File: src/rtl/bus_region_pkg.sv
// rtl/bus_region_pkg.sv - shared types and default region map for bus_region_ctrl
//
// Purpose: region descriptor struct, FSM state enum and the default
// four-region table of the 8088 system map.
// Ports: none (package).

package bus_region_pkg;

  localparam int CFG_WAIT_W      = 3;
  localparam int DEFAULT_REGIONS = 4;

  typedef struct packed {
    logic [19:0]           base;
    logic [19:0]           mask;
    logic                  iom;
    logic [CFG_WAIT_W-1:0] waits;
  } region_cfg_t;

  typedef enum logic [2:0] {
    IDLE,
    ADDR,
    WAIT,
    DONE,
    ERR
  } state_e;

  function automatic region_cfg_t make_region(
    input logic [19:0]           base,
    input logic [19:0]           mask,
    input logic                  iom,
    input logic [CFG_WAIT_W-1:0] waits
  );
    region_cfg_t r;
    r.base  = base;
    r.mask  = mask;
    r.iom   = iom;
    r.waits = waits;
    return r;
  endfunction

  // Index 0 is the rightmost entry.
  //   0: memory, A19=0
  //   1: memory, A19=1
  //   2: IO, A[15:9]=7'h0E, 2 waits
  //   3: IO, A[15:4]=12'hFF0, 1 wait
  localparam region_cfg_t [DEFAULT_REGIONS-1:0] DEFAULT_CFG = {
    make_region(20'h0FF00, 20'h0FFF0, 1'b1, 3'd1),
    make_region(20'h01C00, 20'h0FE00, 1'b1, 3'd2),
    make_region(20'h80000, 20'h80000, 1'b0, 3'd0),
    make_region(20'h00000, 20'h80000, 1'b0, 3'd0)
  };

endpackage

File: src/rtl/bus_region_ctrl_if.sv
// rtl/bus_region_ctrl_if.sv - processor-side bus bundle for bus_region_ctrl
//
// Purpose: groups the 8088 address/strobe inputs and the decode/ready outputs.
// Ports (signals):
//   ALE, IOM, RD, WR, AD[7:0], A[ADDR_W-9:0]   processor -> controller
//   Address, CS, READY, BUS_ERR, ERR_ADDR      controller -> processor/system
// Modports: master (processor side), slave (controller side).

interface bus_region_ctrl_if #(
  parameter int ADDR_W      = 20,
  parameter int NUM_REGIONS = 4
);

  logic                   ALE;
  logic                   IOM;
  logic                   RD;
  logic                   WR;
  logic [7:0]             AD;
  logic [ADDR_W-9:0]      A;
  logic [ADDR_W-1:0]      Address;
  logic [NUM_REGIONS-1:0] CS;
  logic                   READY;
  logic                   BUS_ERR;
  logic [ADDR_W-1:0]      ERR_ADDR;

  modport master (
    output ALE, IOM, RD, WR, AD, A,
    input  Address, CS, READY, BUS_ERR, ERR_ADDR
  );

  modport slave (
    input  ALE, IOM, RD, WR, AD, A,
    output Address, CS, READY, BUS_ERR, ERR_ADDR
  );

endinterface

File: src/rtl/ws_counter.sv
// rtl/ws_counter.sv - loadable wait-state down-counter
//
// Purpose: holds the remaining wait clocks of the current access.
// Ports:
//   CLK       in  clock
//   clr       in  synchronous clear to 0 (highest priority)
//   load      in  load load_val
//   load_val  in  W-bit value to load
//   dec       in  decrement by one (saturates at 0)
//   zero      out count is 0

module ws_counter #(
  parameter int W = 3
) (
  input  logic         CLK,
  input  logic         clr,
  input  logic         load,
  input  logic [W-1:0] load_val,
  input  logic         dec,
  output logic         zero
);

  logic [W-1:0] count;

  always_ff @(posedge CLK) begin
    if (clr) begin
      count <= '0;
    end else if (load) begin
      count <= load_val;
    end else if (dec && (count != '0)) begin
      count <= count - W'(1);
    end
  end

  assign zero = (count == '0);

endmodule

File: src/rtl/bus_region_ctrl.sv
// rtl/bus_region_ctrl.sv - 8088 address latch, region decoder and wait-state FSM
//
// Purpose: latches {A,AD} on ALE, decodes it into one-hot chip selects over
// NUM_REGIONS configurable regions, inserts per-region wait states on READY
// and flags unmapped or double-strobe accesses on BUS_ERR/ERR_ADDR.
// Ports:
//   CLK    in  clock, rising edge
//   RESET  in  synchronous reset, active-high
//   bus    slave side of bus_region_ctrl_if (ALE, IOM, RD, WR, AD, A in;
//          Address, CS, READY, BUS_ERR, ERR_ADDR out)

module bus_region_ctrl
  import bus_region_pkg::*;
#(
  parameter int                             NUM_REGIONS = DEFAULT_REGIONS,
  parameter int                             ADDR_W      = 20,
  parameter int                             WAIT_W      = CFG_WAIT_W,
  parameter region_cfg_t [NUM_REGIONS-1:0]  CFG         = DEFAULT_CFG
) (
  input  logic              CLK,
  input  logic              RESET,
  bus_region_ctrl_if.slave  bus
);

  state_e                 state;
  state_e                 next_state;
  logic [ADDR_W-1:0]      ale_addr;
  logic [NUM_REGIONS-1:0] ale_hit;
  logic [ADDR_W-1:0]      addr_q;
  logic [ADDR_W-1:0]      err_addr_q;
  logic [NUM_REGIONS-1:0] cs_q;
  logic [WAIT_W-1:0]      hit_waits;
  logic                   rd_act;
  logic                   wr_act;
  logic                   cnt_clr;
  logic                   cnt_load;
  logic                   cnt_dec;
  logic                   cnt_zero;
  logic                   ready;
  logic                   bus_err;

  assign ale_addr = {bus.A, bus.AD};
  assign rd_act   = ~bus.RD;
  assign wr_act   = ~bus.WR;

  // Decode the incoming address/IOM in the ALE clock and register the result
  // together with the address, so CS is valid in the same clock as Address.
  // The registered decode is the only place the sampled IOM is kept.
  // Scanning from the top down lets the lowest matching index win.
  always_comb begin
    ale_hit = '0;
    for (int i = NUM_REGIONS - 1; i >= 0; i--) begin
      if (((ale_addr & ADDR_W'(CFG[i].mask)) ==
           (ADDR_W'(CFG[i].base) & ADDR_W'(CFG[i].mask))) &&
          (bus.IOM == CFG[i].iom)) begin
        ale_hit    = '0;
        ale_hit[i] = 1'b1;
      end
    end
  end

  always_comb begin
    hit_waits = '0;
    for (int i = 0; i < NUM_REGIONS; i++) begin
      if (cs_q[i]) begin
        hit_waits = WAIT_W'(CFG[i].waits);
      end
    end
  end

  // Address latch, chip-select and error-address registers.
  always_ff @(posedge CLK) begin
    if (RESET) begin
      addr_q     <= '0;
      cs_q       <= '0;
      err_addr_q <= '0;
    end else if (bus.ALE) begin
      addr_q <= ale_addr;
      cs_q   <= ale_hit;
    end else begin
      if ((next_state == ERR) || (next_state == IDLE)) begin
        cs_q <= '0;
      end
      if ((state == ADDR) && (next_state == ERR)) begin
        err_addr_q <= addr_q;
      end
    end
  end

  // FSM: state register.
  always_ff @(posedge CLK) begin
    if (RESET) begin
      state <= IDLE;
    end else begin
      state <= next_state;
    end
  end

  // FSM: next state. ALE outranks everything and restarts the address phase.
  always_comb begin
    next_state = state;
    if (bus.ALE) begin
      next_state = ADDR;
    end else begin
      case (state)
        IDLE: next_state = IDLE;
        ADDR: begin
          if (rd_act && wr_act) begin
            next_state = ERR;
          end else if (rd_act || wr_act) begin
            if (cs_q == '0) begin
              next_state = ERR;
            end else if (hit_waits == '0) begin
              next_state = DONE;
            end else begin
              next_state = WAIT;
            end
          end
        end
        WAIT: if (cnt_zero) next_state = DONE;
        DONE: if (!rd_act && !wr_act) next_state = IDLE;
        ERR:  next_state = DONE;
        default: next_state = IDLE;
      endcase
    end
  end

  // FSM: outputs and counter control. The counter is loaded with the full
  // wait count; READY is low while it is non-zero, so the clock in which it
  // reaches 0 already shows READY=1 and the FSM moves on to DONE.
  always_comb begin
    ready    = 1'b1;
    bus_err  = 1'b0;
    cnt_clr  = RESET || bus.ALE;
    cnt_load = (state == ADDR) && (next_state == WAIT);
    cnt_dec  = (state == WAIT) && !cnt_zero;
    if ((state == WAIT) && !cnt_zero) begin
      ready = 1'b0;
    end
    if (state == ERR) begin
      bus_err = 1'b1;
    end
    // An abort releases the processor in the same clock it raises ALE.
    if (bus.ALE) begin
      ready = 1'b1;
    end
  end

  ws_counter #(
    .W (WAIT_W)
  ) u_ws_counter (
    .CLK      (CLK),
    .clr      (cnt_clr),
    .load     (cnt_load),
    .load_val (hit_waits),
    .dec      (cnt_dec),
    .zero     (cnt_zero)
  );

  assign bus.Address  = addr_q;
  assign bus.CS       = cs_q;
  assign bus.READY    = ready;
  assign bus.BUS_ERR  = bus_err;
  assign bus.ERR_ADDR = err_addr_q;

endmodule
File: src/flat_wrapper.sv
// flat-port wrapper written by rule: the top's interface ports become plain ports
module bus_region_ctrl_flat import bus_region_pkg::*;
#(
  parameter int                             NUM_REGIONS = DEFAULT_REGIONS,
  parameter int                             ADDR_W      = 20,
  parameter int                             WAIT_W      = CFG_WAIT_W,
  parameter region_cfg_t [NUM_REGIONS-1:0]  CFG         = DEFAULT_CFG
)
  (CLK, RESET, bus_ALE, bus_IOM, bus_RD, bus_WR, bus_AD, bus_A, bus_Address, bus_CS, bus_READY, bus_BUS_ERR, bus_ERR_ADDR);
  bus_region_ctrl_if #(.ADDR_W(ADDR_W), .NUM_REGIONS(NUM_REGIONS)) bus_i ();
  input  logic CLK;
  input  logic RESET;
  input wire logic [$bits(bus_i.ALE)-1:0] bus_ALE;
  input wire logic [$bits(bus_i.IOM)-1:0] bus_IOM;
  input wire logic [$bits(bus_i.RD)-1:0] bus_RD;
  input wire logic [$bits(bus_i.WR)-1:0] bus_WR;
  input wire logic [$bits(bus_i.AD)-1:0] bus_AD;
  input wire logic [$bits(bus_i.A)-1:0] bus_A;
  output wire logic [$bits(bus_i.Address)-1:0] bus_Address;
  output wire logic [$bits(bus_i.CS)-1:0] bus_CS;
  output wire logic [$bits(bus_i.READY)-1:0] bus_READY;
  output wire logic [$bits(bus_i.BUS_ERR)-1:0] bus_BUS_ERR;
  output wire logic [$bits(bus_i.ERR_ADDR)-1:0] bus_ERR_ADDR;
  assign bus_i.ALE = bus_ALE;
  assign bus_i.IOM = bus_IOM;
  assign bus_i.RD = bus_RD;
  assign bus_i.WR = bus_WR;
  assign bus_i.AD = bus_AD;
  assign bus_i.A = bus_A;
  assign bus_Address = bus_i.Address;
  assign bus_CS = bus_i.CS;
  assign bus_READY = bus_i.READY;
  assign bus_BUS_ERR = bus_i.BUS_ERR;
  assign bus_ERR_ADDR = bus_i.ERR_ADDR;
  bus_region_ctrl #(.NUM_REGIONS(NUM_REGIONS), .ADDR_W(ADDR_W), .WAIT_W(WAIT_W), .CFG(CFG)) u_core (.CLK(CLK), .RESET(RESET), .bus(bus_i));
endmodule
File: config.mk
export PLATFORM = sky130hd
export DESIGN_NAME = bus_region_ctrl_flat
export DESIGN_NICKNAME = d
export VERILOG_FILES = /design/src/rtl/bus_region_pkg.sv /design/src/rtl/bus_region_ctrl_if.sv /design/src/rtl/ws_counter.sv /design/src/rtl/bus_region_ctrl.sv /design/src/flat_wrapper.sv
export SDC_FILE = /design/constraint.sdc
export NUM_CORES = 1
export LEC_CHECK = 0
export ABC_CLOCK_PERIOD_IN_PS = 3600
export BUFFER_PORTS_ARGS = -buffer_cell sky130_fd_sc_hd__buf_2
export CAP_MARGIN = 20
export CORE_MARGIN = 4
export CORE_UTILIZATION = 53
export CTS_CLUSTER_SIZE = 14
export DETAILED_ROUTE_END_ITERATION = 12
export HOLD_SLACK_MARGIN = 0.05
export MAX_ROUTING_LAYER = met4
export PLACE_DENSITY = 0.83
export SLEW_MARGIN = 30
export SYNTH_ARGS = -nofsm -noshare
export SYNTH_HDL_FRONTEND = slang
export SYNTH_SLANG_ARGS = --single-unit
File: constraint.sdc
create_clock -name CLK -period 3.6 [get_ports CLK]
set_input_delay 0.18 -clock CLK [delete_from_list [all_inputs] [get_ports CLK]]
set_output_delay 0.18 -clock CLK [all_outputs]
set_load 0.01 [all_outputs]
==> out/qor.csv, run 1 <==
stage,metric,value,unit
synthesis,ys_async_sr_fraction,0,%
floorplanning,row_count,23,
cells_and_area,drive_above_1_share,28.7,%
global_route,antenna_found_initial,0,
synthesis,syn_inst,236,
setup_path,worstRegToRegCells,5,
synthesis,ys_types,38,
setup_path,regToRegStartpoint,u_core.bus.CS[0]$_SDFFE_PP0P_,
clock_network,clock_path_buffers,2,
pwr,leakage,0.00119,uW
synthesis,synth_area_leaders,"dfxtp_1 (44%), mux2i_1 (18%), nand2b_1 (12%), nor2_1 (4.6%), nand2_1 (1.8%)",
sta,fin_crit_sh,47.5,%
clock_network,cts.htree.levels,2,
synthesis,dominantRegCellSynth,dfxtp_1,
placement,gp_congestion,0.796,
sta,tightestPinTransition,0.744,ns
sta,report.final.hold_viol_count,0,
outcome,status,"complete, no violations",
pwr,p_per_area,401,nW/um^2
sta,finalCriticalPeriod,1.71,ns
cells_and_area,final_nets,330,
clock_network,ctsResizeCount,0,
sta,rsz0062_at_grt,false,
placement,place_area,2650,sq um
cells_and_area,syn_to_final_growth,21.0,%
setup_path,critPathRequiredTime,3.83,ns
synthesis,synth_common_cells,"dfxtp_1 (50), nand2b_1 (43), mux2i_1 (40), nor2_1 (28), nand2_1 (11)",
cells_and_area,multi_input_area,1200,sq um
clock_network,clkSinkCount,50,
drt,via_per_inst,5.20,
worst_hold_path,min_path_type,input pin to register,
sta,setup_violations,0,
synthesis,synth_top_area_cell,dfxtp_1,
sta,fin_skew,0.00562,ns
setup_path,arrival,1.94,ns
setup_path,crit_chain,nor4_2 -> o221ai_1 -> nor2_2 -> buf_4 -> mux2i_1,
clock_network,cts_tree,done,
sta,setup_ws,1.89,ns
synthesis,yosysSeqAreaShare,44.0,%
pwr,ir_drop,0.198,mV
synthesis,ys.warnings.count,0,
drt,wirelength,4810,um
global_route,grt.overflow.total,0,
drt,postRouteAntennaNets,0,
worst_hold_path,hp-start,bus_AD[1],
setup_path,startpoint,u_core.bus.CS[0]$_SDFFE_PP0P_,
synthesis,synth_edf_count,0,
global_route,grt_pass1_wl,7840,um
clock_network,path_clk_slew,0.08,ns
floorplanning,die_area,5400,sq um
floorplanning,core,4090,sq um
floorplanning,fp.dieW,73.5,um
setup_path,crit_type,register to register,
placement,place_ws,1.89,ns
drt,wl_per_cell,13.6,um
drt,drtIter0Drc,131,
worst_hold_path,hold_depth,3,
setup_path,end_kind,register,
global_route,grt_max_degree,37,
run,timing.max_cap.violations,0,
global_route,grt_use_total,19.4,%
floorplanning,io_pins,72,
setup_path,path_max_fanout,20,
clock_network,cts_buffers,5,
synthesis,synth_top_area_share,44.0,%
setup_path,crit_path_top_delay_cell,nor4_2,
cells_and_area,final_util,67.3,%
drt,drc_errors,0,
cells_and_area,fillers,336,
global_route,grt_pass1_vias,1715,
placement,portBuffers,71,
drt,drt-pass1-iter-count,5,
synthesis,synth_area,2270,sq um
clock_network,hold_buffers,0,
synthesis,avgSynthCellArea,9.63,sq um
synthesis,ys_ff_latch,50,
setup_path,cp-start-kind,register,
sta,fmax,584,MHz
cells_and_area,diodes,0,
floorplanning,initial_core_util,55.6,%
sta,slew_headroom,50.4,%
sta,tns,0,ns
placement,dp_hpwl,3470,um
cells_and_area,final_cell_area,2750,sq um
drt,vias,1837,
synthesis,yosysMostFrequentCell,dfxtp_1,
setup_path,slowest_delay,0.41,ns
clock_network,root_buffer,clkbuf_8,
sta,drv_slew,0,
clock_network,cts_setup_buffers,0,
synthesis,syn_nets,264,
clock_network,clock_latency,0.30,ns
cells_and_area,ff_latch_area,1000,sq um
floorplanning,die_y,73.5,um
==> metal layers <==
| layer | vias to the layer above | global-route usage (%) | share of wire [%] |
|---|---|---|---|
| li1 | 934 | - | - |
| met1 | 841 | 24.5 | 44 |
| met2 | 54 | 29.2 | 47 |
| met3 | 8 | 5.06 | 6.6 |
| met4 | 0 | 8.25 | 2.1 |
| met5 | - | - | 0 |
==> per-stage QoR <==
stage | hold slack (ns) | std cells | power (uW)
after global placement | 0.411 | 345 | 733
after CTS | 0.102 | 353 | 1120
final | 0.109 | 353 | 1100
after global routing | 0.118 | 353 | 1160
after floorplan | 0.271 | 236 | 687
after detailed placement | 0.424 | 345 | 736
==> worst max-delay path, delay by kind of cell, from the launching register on <==
kind / cells / cell delay [ns]
and+or+nand+nor: 2 / 0.51
DFF: 1 / 0.35
buffers and inverters: 1 / 0.34
muxes: 1 / 0.23
AOI/OAI and AO/OA: 1 / 0.20
==> sequential cells by signal, summed over array words and instances, names as in the netlist <==
signal and count:
u_core.bus.Address 20, u_core.u_ws_counter.count 3, u_core.bus.ERR_ADDR 20, u_core.bus.CS 4
u_core.state 3
==> report_power, final <==
part	total (uW)	switching [uW]	internal (uW)
sequential	589	16.3	573
combinational	134	71.3	62.4
clock	380	172	208
==> path summary, 6_finish.rpt <==
kind,end,slack [ns]
setup reg to reg,u_core.bus.ERR_ADDR[18]$_SDFFE_PP0P_,1.89
hold / removal,u_core.bus.Address[1]$_SDFFE_PP0P_,0.11
setup / recovery,u_core.bus.ERR_ADDR[18]$_SDFFE_PP0P_,1.89
hold reg to reg,u_core.bus.ERR_ADDR[8]$_SDFFE_PP0P_,0.47
==> cell type report <==
cell class / instances / area share, %
Timing Repair Buffer: 73 / 13.5
Sequential cell: 50 / 36.4
Clock inverter: 1 / 1.09
Clock buffer: 7 / 2.77
Tap cell: 50 / 2.27
Multi-Input combinational cell: 169 / 43.6
Inverter: 3 / 0.409
==> logic make-up (layout without fill, tap and decap cells) <==
logic type	Yosys count	after routing	synth area share, %
compound gates	16	16	5.17
xor+xnor	4	4	1.54
fa+ha+maj	2	2	1.10
buf+inv	17	84	3.30
flops	50	50	44.0
mux	41	41	18.1
simple gates	106	106	26.7
==> cells in the final DEF (no fill, tap or decap), types with 2 or more instances in the layout <==
master,synthesis,layout
nor3b_1,2,2
clkbuf_8,0,5
buf_4,2,2
nor3b_4,2,2
xnor2_1,3,3
nor2_1,28,27
nand2b_1,43,43
dfxtp_1,50,50
o211ai_1,4,4
o21ai_0,3,3
mux2i_1,40,40
nand3_1,5,5
nand4_1,5,5
buf_2,3,71
ha_1,2,2
nor3_1,2,2
nand2_1,11,11
inv_1,3,3
clkbuf_1,7,2
Power figures use the tool's default switching activity.
==> run 2: changes to the inputs <==
--- a/config.mk
+++ b/config.mk
@@ -5,16 +5,17 @@
 export SDC_FILE = /design/constraint.sdc
 export NUM_CORES = 1
 export LEC_CHECK = 0
-export ABC_CLOCK_PERIOD_IN_PS = 3600
+export ABC_AREA = 1
+export ABC_CLOCK_PERIOD_IN_PS = 1630
 export BUFFER_PORTS_ARGS = -buffer_cell sky130_fd_sc_hd__buf_2
 export CAP_MARGIN = 20
 export CORE_MARGIN = 4
-export CORE_UTILIZATION = 53
+export CORE_UTILIZATION = 49
 export CTS_CLUSTER_SIZE = 14
 export DETAILED_ROUTE_END_ITERATION = 12
 export HOLD_SLACK_MARGIN = 0.05
 export MAX_ROUTING_LAYER = met4
-export PLACE_DENSITY = 0.83
+export PLACE_DENSITY = 0.78
 export SLEW_MARGIN = 30
 export SYNTH_ARGS = -nofsm -noshare
 export SYNTH_HDL_FRONTEND = slang
==> constraint.sdc (replaced) <==
create_clock -name CLK -period 1.63 [get_ports CLK]
set_input_delay 0.0815 -clock CLK [delete_from_list [all_inputs] [get_ports CLK]]
set_output_delay 0.0815 -clock CLK [all_outputs]
set_load 0.01 [all_outputs]
==> run 2 against run 1 <==
Sequential power is 130% higher. Highest routed layer unchanged. Largest power group unchanged. Die area is 0.69% higher. Wire length is 5.3% higher. Critical path depth is 2 higher. Worst hold slack worse by 0.052 ns. Synthesized area is 6.8% lower.
==> out/qor.csv, run 2 <==
stage,metric,value,unit
cells_and_area,diodes,0,
sta,fin_hold_ws,0.0572,ns
sta,rsz0062_at_grt,false,
worst_hold_path,hold_depth,3,
clock_network,root_buffer,clkbuf_8,
setup_path,arrival,1.36,ns
setup_path,end_kind,primary output,
sta,finalCriticalPeriod,1.44,ns
cells_and_area,final_cells,434,
global_route,antenna_found_initial,0,
setup_path,slowest_delay,0.33,ns
drt,wl_met3,248,um
synthesis,ys_types,19,
synthesis,yosys-mux-area-fraction,0,%
synthesis,synthAdderAreaFrac,1.18,%
sta,report.final.hold_viol_count,0,
floorplanning,io_pins,72,
cells_and_area,final_common_cell,buf_2,
sta,fin_skew,0.0113,ns
outcome,status,"complete, no violations",
floorplanning,die_y,73.8,um
global_route,grt_pass1_vias,1915,
setup_path,path_delay_family,flip-flops,
pwr,p_per_area,870,nW/um^2
synthesis,synthSimpleGateAreaFrac,24.2,%
synthesis,synth_common_cells,"dfxtp_1 (50), nor2_1 (48), inv_1 (42), nand2_1 (39), o21ai_0 (33)",
placement,dp_cells,412,
clock_network,clock_latency,0.31,ns
synthesis,synth_compound_area_share,16.5,%
synthesis,avgSynthCellArea,7.08,sq um
synthesis,ys_async_sr_fraction,0,%
synthesis,synth_edf_count,0,
global_route,grt_pass1_wl,8340,um
global_route,grt.overflow.total,0,
synthesis,ys_ff_latch,50,
drt,met1_length,2300,um
placement,gp_congestion,0.892,
cells_and_area,final_nets,412,
synthesis,synth_xor_area_share,0,%
worst_hold_path,min_path_type,input pin to register,
drt,wl_per_cell,11.7,um
sta,fin_crit_sh,88.4,%
drt,top_layer,met4,
clock_network,clock_path_buffers,2,
global_route,grt_max_degree,36,
setup_path,crit_cells,7,
drt,postRouteAntennaNets,0,
synthesis,syn_inst,299,
drt,drc_errors,0,
sta,fmax,694,MHz
floorplanning,initial_core_util,51.8,%
cells_and_area,layout_common_cells,"buf_2 (71), dfxtp_1 (49), nor2_1 (48)",
synthesis,synth_top_family_by_area,simple AND/OR/NAND/NOR gates,
synthesis,dominantRegCellSynth,dfxtp_1,
drt,drt-pass1-iter-count,4,
setup_path,path_max_fanout,4,
placement,portBuffers,71,
floorplanning,die_area,5440,sq um
setup_path,critical_path_buf_inv_count,3,
synthesis,syn_nets,327,
setup_path,cp-start-kind,register,
run,timing.max_cap.violations,0,
cells_and_area,syn_to_final_growth,30.4,%
sta,tns,0,ns
synthesis,synth_area,2120,sq um
floorplanning,row_count,23,
synthesis,synth_area_leaders,"dfxtp_1 (47%), nor2_1 (8.5%), o21ai_0 (7.8%), inv_1 (7.4%), nand2_1 (6.9%)",
clock_network,clkSinkCount,50,
setup_path,critPathRequiredTime,1.55,ns
setup_path,crit_type,register to primary output,
pwr,leakage,0.00137,uW
setup_path,crit_path_top_delay_cell,dfxtp_2,
synthesis,synth_top_area_cell,dfxtp_1,
drt,dr_wl_met2,2440,um
synthesis,yosysMostFrequentCell,dfxtp_1,
clock_network,cts_tree,done,
pwr,ir_drop,0.647,mV
clock_network,cts.htree.levels,2,
sta,tightestPinTransition,0.315,ns
sta,setup_violations,0,
cells_and_area,drive_above_1_share,25.5,%
setup_path,r2r_setup_slack,0.19,ns
clock_network,cts_setup_buffers,0,
drt,drtIter0Drc,87,
synthesis,yosysSeqAreaShare,47.3,%
drt,vias,2121,
floorplanning,core,4090,sq um
setup_path,worstRegToRegCells,7,
sta,slew_headroom,79.0,%
clock_network,cts_buffers,5,
placement,dp_hpwl,3690,um
drt,wirelength,5060,um
drt,via_per_inst,4.89,
synthesis,ys.warnings.count,0,
floorplanning,fp.dieW,73.8,um
sta,drv_slew,0,
setup_path,crit_chain,inv_1 -> ha_1 -> nand2_2 -> nand3_2 -> inv_2 -> nand2_1 -> buf_2,
global_route,grt_use_total,20.0,%
clock_network,path_clk_slew,0.09,ns
synthesis,synth_top_area_share,47.3,%
[run 2: cell types whose count changed after synthesis, moves of 5 or more]
cell | before | now
nor3_1 | 2 | 7
nand2b_1 | 43 | 0
a21oi_1 | 1 | 29
inv_2 | 0 | 5
nand2_1 | 11 | 39
o21ai_1 | 0 | 5
nand3_2 | 0 | 5
nor2_1 | 28 | 48
o21ai_0 | 3 | 33
mux2i_1 | 40 | 0
inv_1 | 3 | 42
nand3_1 | 5 | 15
[run 2: worst paths after layout]
check | from | endpoint
setup / recovery | u_core.u_ws_counter.count[0]$_SDFFE_PP0P_ | bus_READY
hold / removal | bus_A[6] | u_core.bus.Address[14]$_SDFFE_PP0P_
setup reg to reg | u_core.bus.CS[2]$_SDFFE_PP0P_ | u_core.bus.ERR_ADDR[0]$_SDFFE_PP0P_
hold reg to reg | u_core.bus.ERR_ADDR[9]$_SDFFE_PP0P_ | u_core.bus.ERR_ADDR[9]$_SDFFE_PP0P_
[run 2: area by class of cell]
type,count,area [sq um]
Clock buffer,5,68.8
Clock inverter,2,15.0
Fill cell,368,1320
Inverter,47,176
Multi-Input combinational cell,189,895
Sequential cell,50,1000
Tap cell,50,62.6
Timing Repair Buffer,91,543
[run 2: kinds of logic (layout without fill, tap and decap cells)]
family	count (synthesis)	count (layout)
simple gates	118	118
compound gates	69	69
buf+inv	60	145
flops	50	50
fa+ha+maj	2	2
[run 2: report_power, final]
group	total (uW)	leakage, uW	internal (uW)	switching, uW
registers	1330	0.000411	1290	41.0
clock network	709	0.0000362	294	415
logic	365	0.000920	155	210
total	2400	0.00137	1740	667
[run 2: what timing repair did]
item	CTS	global route
hold buffers	15	0
resized for setup	0	3
setup endpoints to repair	0	1
endpoints found under the hold margin	16	0
[run 2: stage by stage]
| step | cell area [sq um] | utilization, % | total power [uW] | worst slack [ns] |
|---|---|---|---|---|
| floorplan | 2120 | - | 1550 | 0.279 |
| global placement | 2520 | 61.7 | 1690 | 0.209 |
| detailed placement | 2520 | 61.7 | 1700 | 0.153 |
| CTS | 2750 | 67.4 | 2420 | 0.138 |
| global route | 2760 | 67.6 | 2520 | 0.0203 |
| finish | 2760 | 67.6 | 2400 | 0.189 |
[run 2: tightest hold or removal path, stage by stage]
cell	delay (ns)
buf_2	0.10
nor2_1	0.05
nor2_1	0.10
[run 2: layer usage]
metal  track usage (%)  vias to the layer above
met2              32.9                       50
met3              3.83                        8
met4              7.65                        0
met5                 -                        -
li1                  -                     1111
met1              24.1                      952
